`src/rtl/mux4to1_rr_merge.sv`:
```
// Four-to-one valid/ready merge with a registered output beat tagged by source index.
// Round-robin by default; define MUX4_FIXED_PRIO_EN for fixed priority (ch0 highest).
module mux4to1_rr_merge #(
  parameter int WIDTH = 8
) (
  input  logic               clk,
  input  logic               rst,
  input  logic [3:0]         in_valid,
  input  logic [4*WIDTH-1:0] in_data,
  output logic [3:0]         in_ready,
  output logic               out_valid,
  output logic [WIDTH-1:0]   out_data,
  output logic [1:0]         out_sel,
  input  logic               out_ready
);

  logic [1:0] ptr;
  logic [3:0] gnt;
  logic [1:0] sel;
  logic       any;
  logic       load;

`ifdef MUX4_FIXED_PRIO_EN
  assign ptr = 2'b00;
`else
  // Priority pointer moves only on acceptance, to one past the winner.
  always_ff @(posedge clk) begin
    if (rst)
      ptr <= 2'b00;
    else if (load && any)
      ptr <= sel + 2'd1;
  end
`endif

  // First requester found searching ptr, ptr+1, ptr+2, ptr+3 (mod 4).
  always_comb begin
    logic [1:0] idx;
    gnt = 4'b0000;
    sel = 2'b00;
    any = 1'b0;
    idx = 2'b00;
    for (int o = 0; o < 4; o++) begin
      idx = ptr + 2'(o);
      if (!any && in_valid[idx]) begin
        gnt[idx] = 1'b1;
        sel      = idx;
        any      = 1'b1;
      end
    end
  end

  assign load     = ~out_valid | out_ready;
  assign in_ready = gnt & {4{load & ~rst}};

  always_ff @(posedge clk) begin
    if (rst) begin
      out_valid <= 1'b0;
      out_data  <= '0;
      out_sel   <= 2'b00;
    end else if (load) begin
      out_valid <= any;
      if (any) begin
        out_data <= in_data[sel*WIDTH +: WIDTH];
        out_sel  <= sel;
      end
    end
  end

endmodule

```
`config.mk`:
```
export PLATFORM = sky130hd
export DESIGN_NAME = mux4to1_rr_merge
export DESIGN_NICKNAME = d
export VERILOG_FILES = /design/src/rtl/mux4to1_rr_merge.sv
export SDC_FILE = /design/constraint.sdc
export NUM_CORES = 1
export LEC_CHECK = 0
export BUFFER_PORTS_ARGS = -buffer_cell sky130_fd_sc_hd__buf_4
export CORE_ASPECT_RATIO = 1.1
export CORE_MARGIN = 3
export CORE_UTILIZATION = 28
export CTS_CLUSTER_SIZE = 40
export DETAILED_ROUTE_END_ITERATION = 7
export GPL_ROUTABILITY_DRIVEN = 0
export PLACE_DENSITY_LB_ADDON = 0.2
export SYNTH_ARGS = -nofsm -noshare
export SYNTH_HDL_FRONTEND = slang
export SYNTH_SLANG_ARGS = --single-unit
```
`constraint.sdc`:
```
create_clock -name clk -period 3.8 [get_ports clk]
set_input_delay 0.19 -clock clk [delete_from_list [all_inputs] [get_ports clk]]
set_output_delay 0.19 -clock clk [all_outputs]
set_load 0.01 [all_outputs]
```
; ---- Yosys cells after proc, flatten, opt, wreduce, memory -nomap -nowiden
; Cells that the tools add are included.
[word_totals]
ff_bits = 13
in_bits = 39
output_inout_bits = 15
word_cells = 65
[classes]
add_sub_neg = 4
n_lt_le_gt_ge = 8
n_shift = 1
mux = 28
n_bitwise = 8
reduce_logical = 12
[ops]
columns = cell, count
row1 = 32-bit by 6-bit variable part select with 8-bit output, 1
row2 = 4-bit two-way mux, 4
row3 = 2-bit by 3-bit < comparator with 1-bit output (second input constant), 4
row4 = 1-bit two-way mux, 12
row5 = 4-bit bitwise OR, 3
row6 = 1-bit binary-select mux with 2-bit select, 4
row7 = 1-bit demux with 2-bit select, 4
row8 = 2-bit by 1-bit >= comparator with 1-bit output (second input constant), 4
row9 = 1-bit logical AND, 8
row10 = 2-bit two-way mux, 4
row11 = 2-bit by 1-bit adder with 2-bit output (second input constant), 2
row12 = 2-bit adder (second input constant), 2
row13 = 4-bit bitwise AND, 1
row14 = 1-bit zero test, 3
row15 = 1-bit NOT, 2
row16 = 2-bit AND reduction, 1
row17 = 1-bit bitwise AND, 1
row18 = 1-bit bitwise OR, 1

; ---- Logic depth before layout (Yosys ltp)
[depth]
ltp_word = 13
mapped_depth = 13

; ---- Least setup slack after synthesis
; Ideal clock, no wire load.
[synth_timing]
path_kind = reg2reg
from = register ptr[0]
to = register ptr[1]
setup_time_ns = 0.095
arrival_time_ns = 2.741
required_time_ns = 3.705
setup_slack_ns = 0.964
path_stages_with_launch = 13
synth_period_minus_slack_ns = 2.836
cell_sequence = dfxtp_1 > buf_6 > buf_2 > inv_1 > ha_1 > clkbuf_1 > mux4_2 > nor2b_1 > buf_6 > o21ai_4 > nand2_8 > or4_1 > o311ai_1
[synth_via]
elab_chain_len = 13
word_cells_on_any_way = 27
classes_between = add/sub: 4 / mux: 16 / reduce/logical: 7
[synth_rtl]
columns = element, line
row1 = from (decl), 17  ; logic [1:0] ptr;
row2 = from (signal assigned), 31  ; ptr <= sel + 2'd1;
row3 = branches (longest 13 deep; another with 2-bit by 1-bit adder with 2-bit output), --
; Parallel ways; which one is timed is not known. The select of a mux whose other input is x is not followed.
; A chain may end at the register's enable or synchronous reset.

; ---- Worst setup path after layout
[layout_timing]
from = register ptr[1]
to = output in_ready[3]
[layout_via]
elab_chain_len = 13
word_cells_on_any_way = 48
classes_between = add/sub: 3 / order compare: 8 / mux: 23 / bitwise: 4 / reduce/logical: 10
[layout_rtl]
columns = element, line
row1 = branches (longest 11 deep; another with 2-bit by 3-bit < comparator with 1-bit output), --
row2 = 4-bit two-way mux *, 44  ; if (!any && in_valid[idx]) begin
row3 = 4-bit bitwise AND *, 53  ; assign in_ready = gnt & {4{load & ~rst}};
row4 = to (decl), 10  ; output logic [3:0] in_ready,
; Every way passes the cells marked *. The select of a mux whose other input is x is not followed.

==> metrics.txt <==
setup violators final 0; # rows 24; initial DRC count 63; total routed wirelength around 3.6 mm; Ports 54; most frequent cells in the layout 56 x buf_4, 19 x nand2_1, 18 x nor2_1; antenna cells 0; Buf+Inv Stages, Crit Path 2; total power 0.878 mW; DRT Pass-1 Iters 4; gr usage total a little over an eighth; vias in the first global route approximately 1300; Longest Clk Path Bufs 2; worst-skew pair later-pin latency between 0.2 and 0.25 ns; Mean Syn Cell Area around 8.1 um2; largest net degree at the start of global routing 19; Final Max Tran Viols 0; YS warnings 0; fin util between 40% and 50%; most used cell, CP nor2_1; Detail Route Antenna Nets 0; Layout area overhead 35.6%; HPWL after DPL 2.77 mm; CP cell instances inv_1 -> ha_1 -> mux4_2 -> nor2b_1 -> a22oi_1 -> nor2_1 -> a221oi_1 -> nor2_1 -> buf_4; initial core utilization between 30% and 40%; DRC Markers 0; CTS clk-pin slew, worst paths 0.06 ns; Slew HR 57.5%; post-CTS sizing 0; commonest non-fill, non-tap cell in the layout buf_4; Synth Register Bits 13; Async S/R FF share, synth 0%; met3 Track Usage GR under 10%; met1 Use GR approximately 16%; Leakage about 0.74 nW; MaxCap Viol Count 0; Worst setup EP type primary output; Peak VDD IR between 0.0002 and 0.00025 V; Root Buffer clkbuf_8; total grt overflow 0; CTS Hold Bufs 0; Die ar. approximately 5300 um2; synthesized area about 1300 um2; met2 usage 23.1%; Hold WS 0.219 ns; sequential fraction of the synthesis area around a fifth; number of synthesized flops with an enable pin 0; Synth Net Count 200; Tcrit/Tclk final around 81%; mean routed wirelength per cell 14.0 um; Setup Buffers After CTS 0; worst-path fanout max 9; post-synth cell types 42; total number of H-tree levels 1; Hold WC Path Type input port to register; Vias/cell between 5 and 6; Nets between 200 and 300; # clock sinks 13; status finished, final reports clean; vias post-DR about 1300; Slew @ Worst Pin about 0.64 ns; initial antenna violation count 0; ys flop type dfxtp_1; RSZ-0062 raised after global routing no; first-pass GRT wire length approximately 5.9 mm; clk_skew 0.000828 ns; Worst Setup Start Kind register; I/O Buffers 53; Die Y around 76 um; Worst Path Required 3.61 ns; Hold Fails Final Rpt 0; CTS tree done; slowest cell delay on critical path around 0.53 ns; Final min period ~3 ns; Die Span X 69.8 um; Setup TNS 0 ns; critical path type register to primary output; core area ~4100 um2; Post-Synthesis Cells ~150; CP max stage cell nor2b_1; CP arrival roughly 2.9 ns; layout cell share with drive strength beyond 1 32.5%; pwr dens 517 nW/um2; GR peak layer met2; CP top delay family simple AND/OR/NAND/NOR gates; fmax between 300 and 400 MHz; CTS Buf Count 3
per-layer routing:
metal	vias to the layer above	wire (um)	part of all wire, %
met5	-	0	0
met4	0	21	0.59
met3	2	277	7.8
met2	39	1710	48
met1	606	1560	44
li1	687	-	-
Yosys cell counts, types with 3 or more instances:
cell type | n | area (um2)
clkbuf_1 | 4 | 15.0
nand2_1 | 19 | 71.3
mux4_2 | 3 | 67.6
and3_1 | 7 | 43.8
buf_2 | 3 | 15.0
inv_1 | 4 | 15.0
nor2_1 | 18 | 67.6
a311oi_1 | 7 | 61.3
a22oi_1 | 4 | 30.0
a221oi_1 | 6 | 52.6
nor2b_1 | 4 | 25.0
dfxtp_1 | 13 | 260
o21bai_1 | 7 | 52.6
buf_6 | 3 | 33.8
a21oi_1 | 7 | 35.0
ha_1 | 7 | 87.6
a211oi_1 | 6 | 45.0
sequential cells by signal (all words and copies together), names as in the netlist:
signal,cells
ptr,2
out_sel,2
out_valid,1
out_data,8
power by group:
part / switching, mW / internal [mW]
clock network: 0.0482 / 0.0739
logic: 0.312 / 0.244
registers: 0.0259 / 0.173
area by class of cell:
class                           count  area (um2)
Sequential cell                    13         260
Tap cell                           52        65.1
Inverter                            4        15.0
Timing Repair Buffer               56         420
Multi-Input combinational cell    126         895
Fill cell                         455        2440
Clock buffer                        4        45.0
final timing paths:
path / from / endpoint / slack [ns] / cells after the start
setup / recovery: ptr[1] / in_ready[3] / 0.73 / 9
hold / removal: in_data[25] / out_data[1] / 0.22 / 3
setup reg to reg: ptr[1] / out_data[4] / 0.90 / 8
hold reg to reg: out_sel[0] / out_sel[0] / 0.49 / 2
stage by stage:
stage | setup WS (ns) | std cells | instance area (um2)
after floorplan | 0.964 | 154 | 1250
after global placement | 0.971 | 251 | 1660
after detailed placement | 0.937 | 251 | 1660
after CTS | 0.725 | 255 | 1700
after global routing | 0.326 | 255 | 1700
final | 0.728 | 255 | 1700
worst register-to-register path, stage by stage (launching register included):
cell,delay (ns)
dfxtp_1,0.49
inv_1,0.17
ha_1,0.48
mux4_2,0.41
nor2b_1,0.53
o21ai_4,0.19
and3_1,0.22
a211oi_1,0.20
a311oi_1,0.08
cells by family after synthesis:
kind of cell | after synthesis | share of synthesized area (%)
muxes | 4 | 6.19
buffers and inverters | 15 | 7.88
AOI/OAI and AO/OA | 51 | 31.9
and+or+nand+nor | 64 | 26.2
adders and majority gates | 7 | 6.99
DFF | 13 | 20.8
No activity file was read; power rests on OpenSTA's default activity.
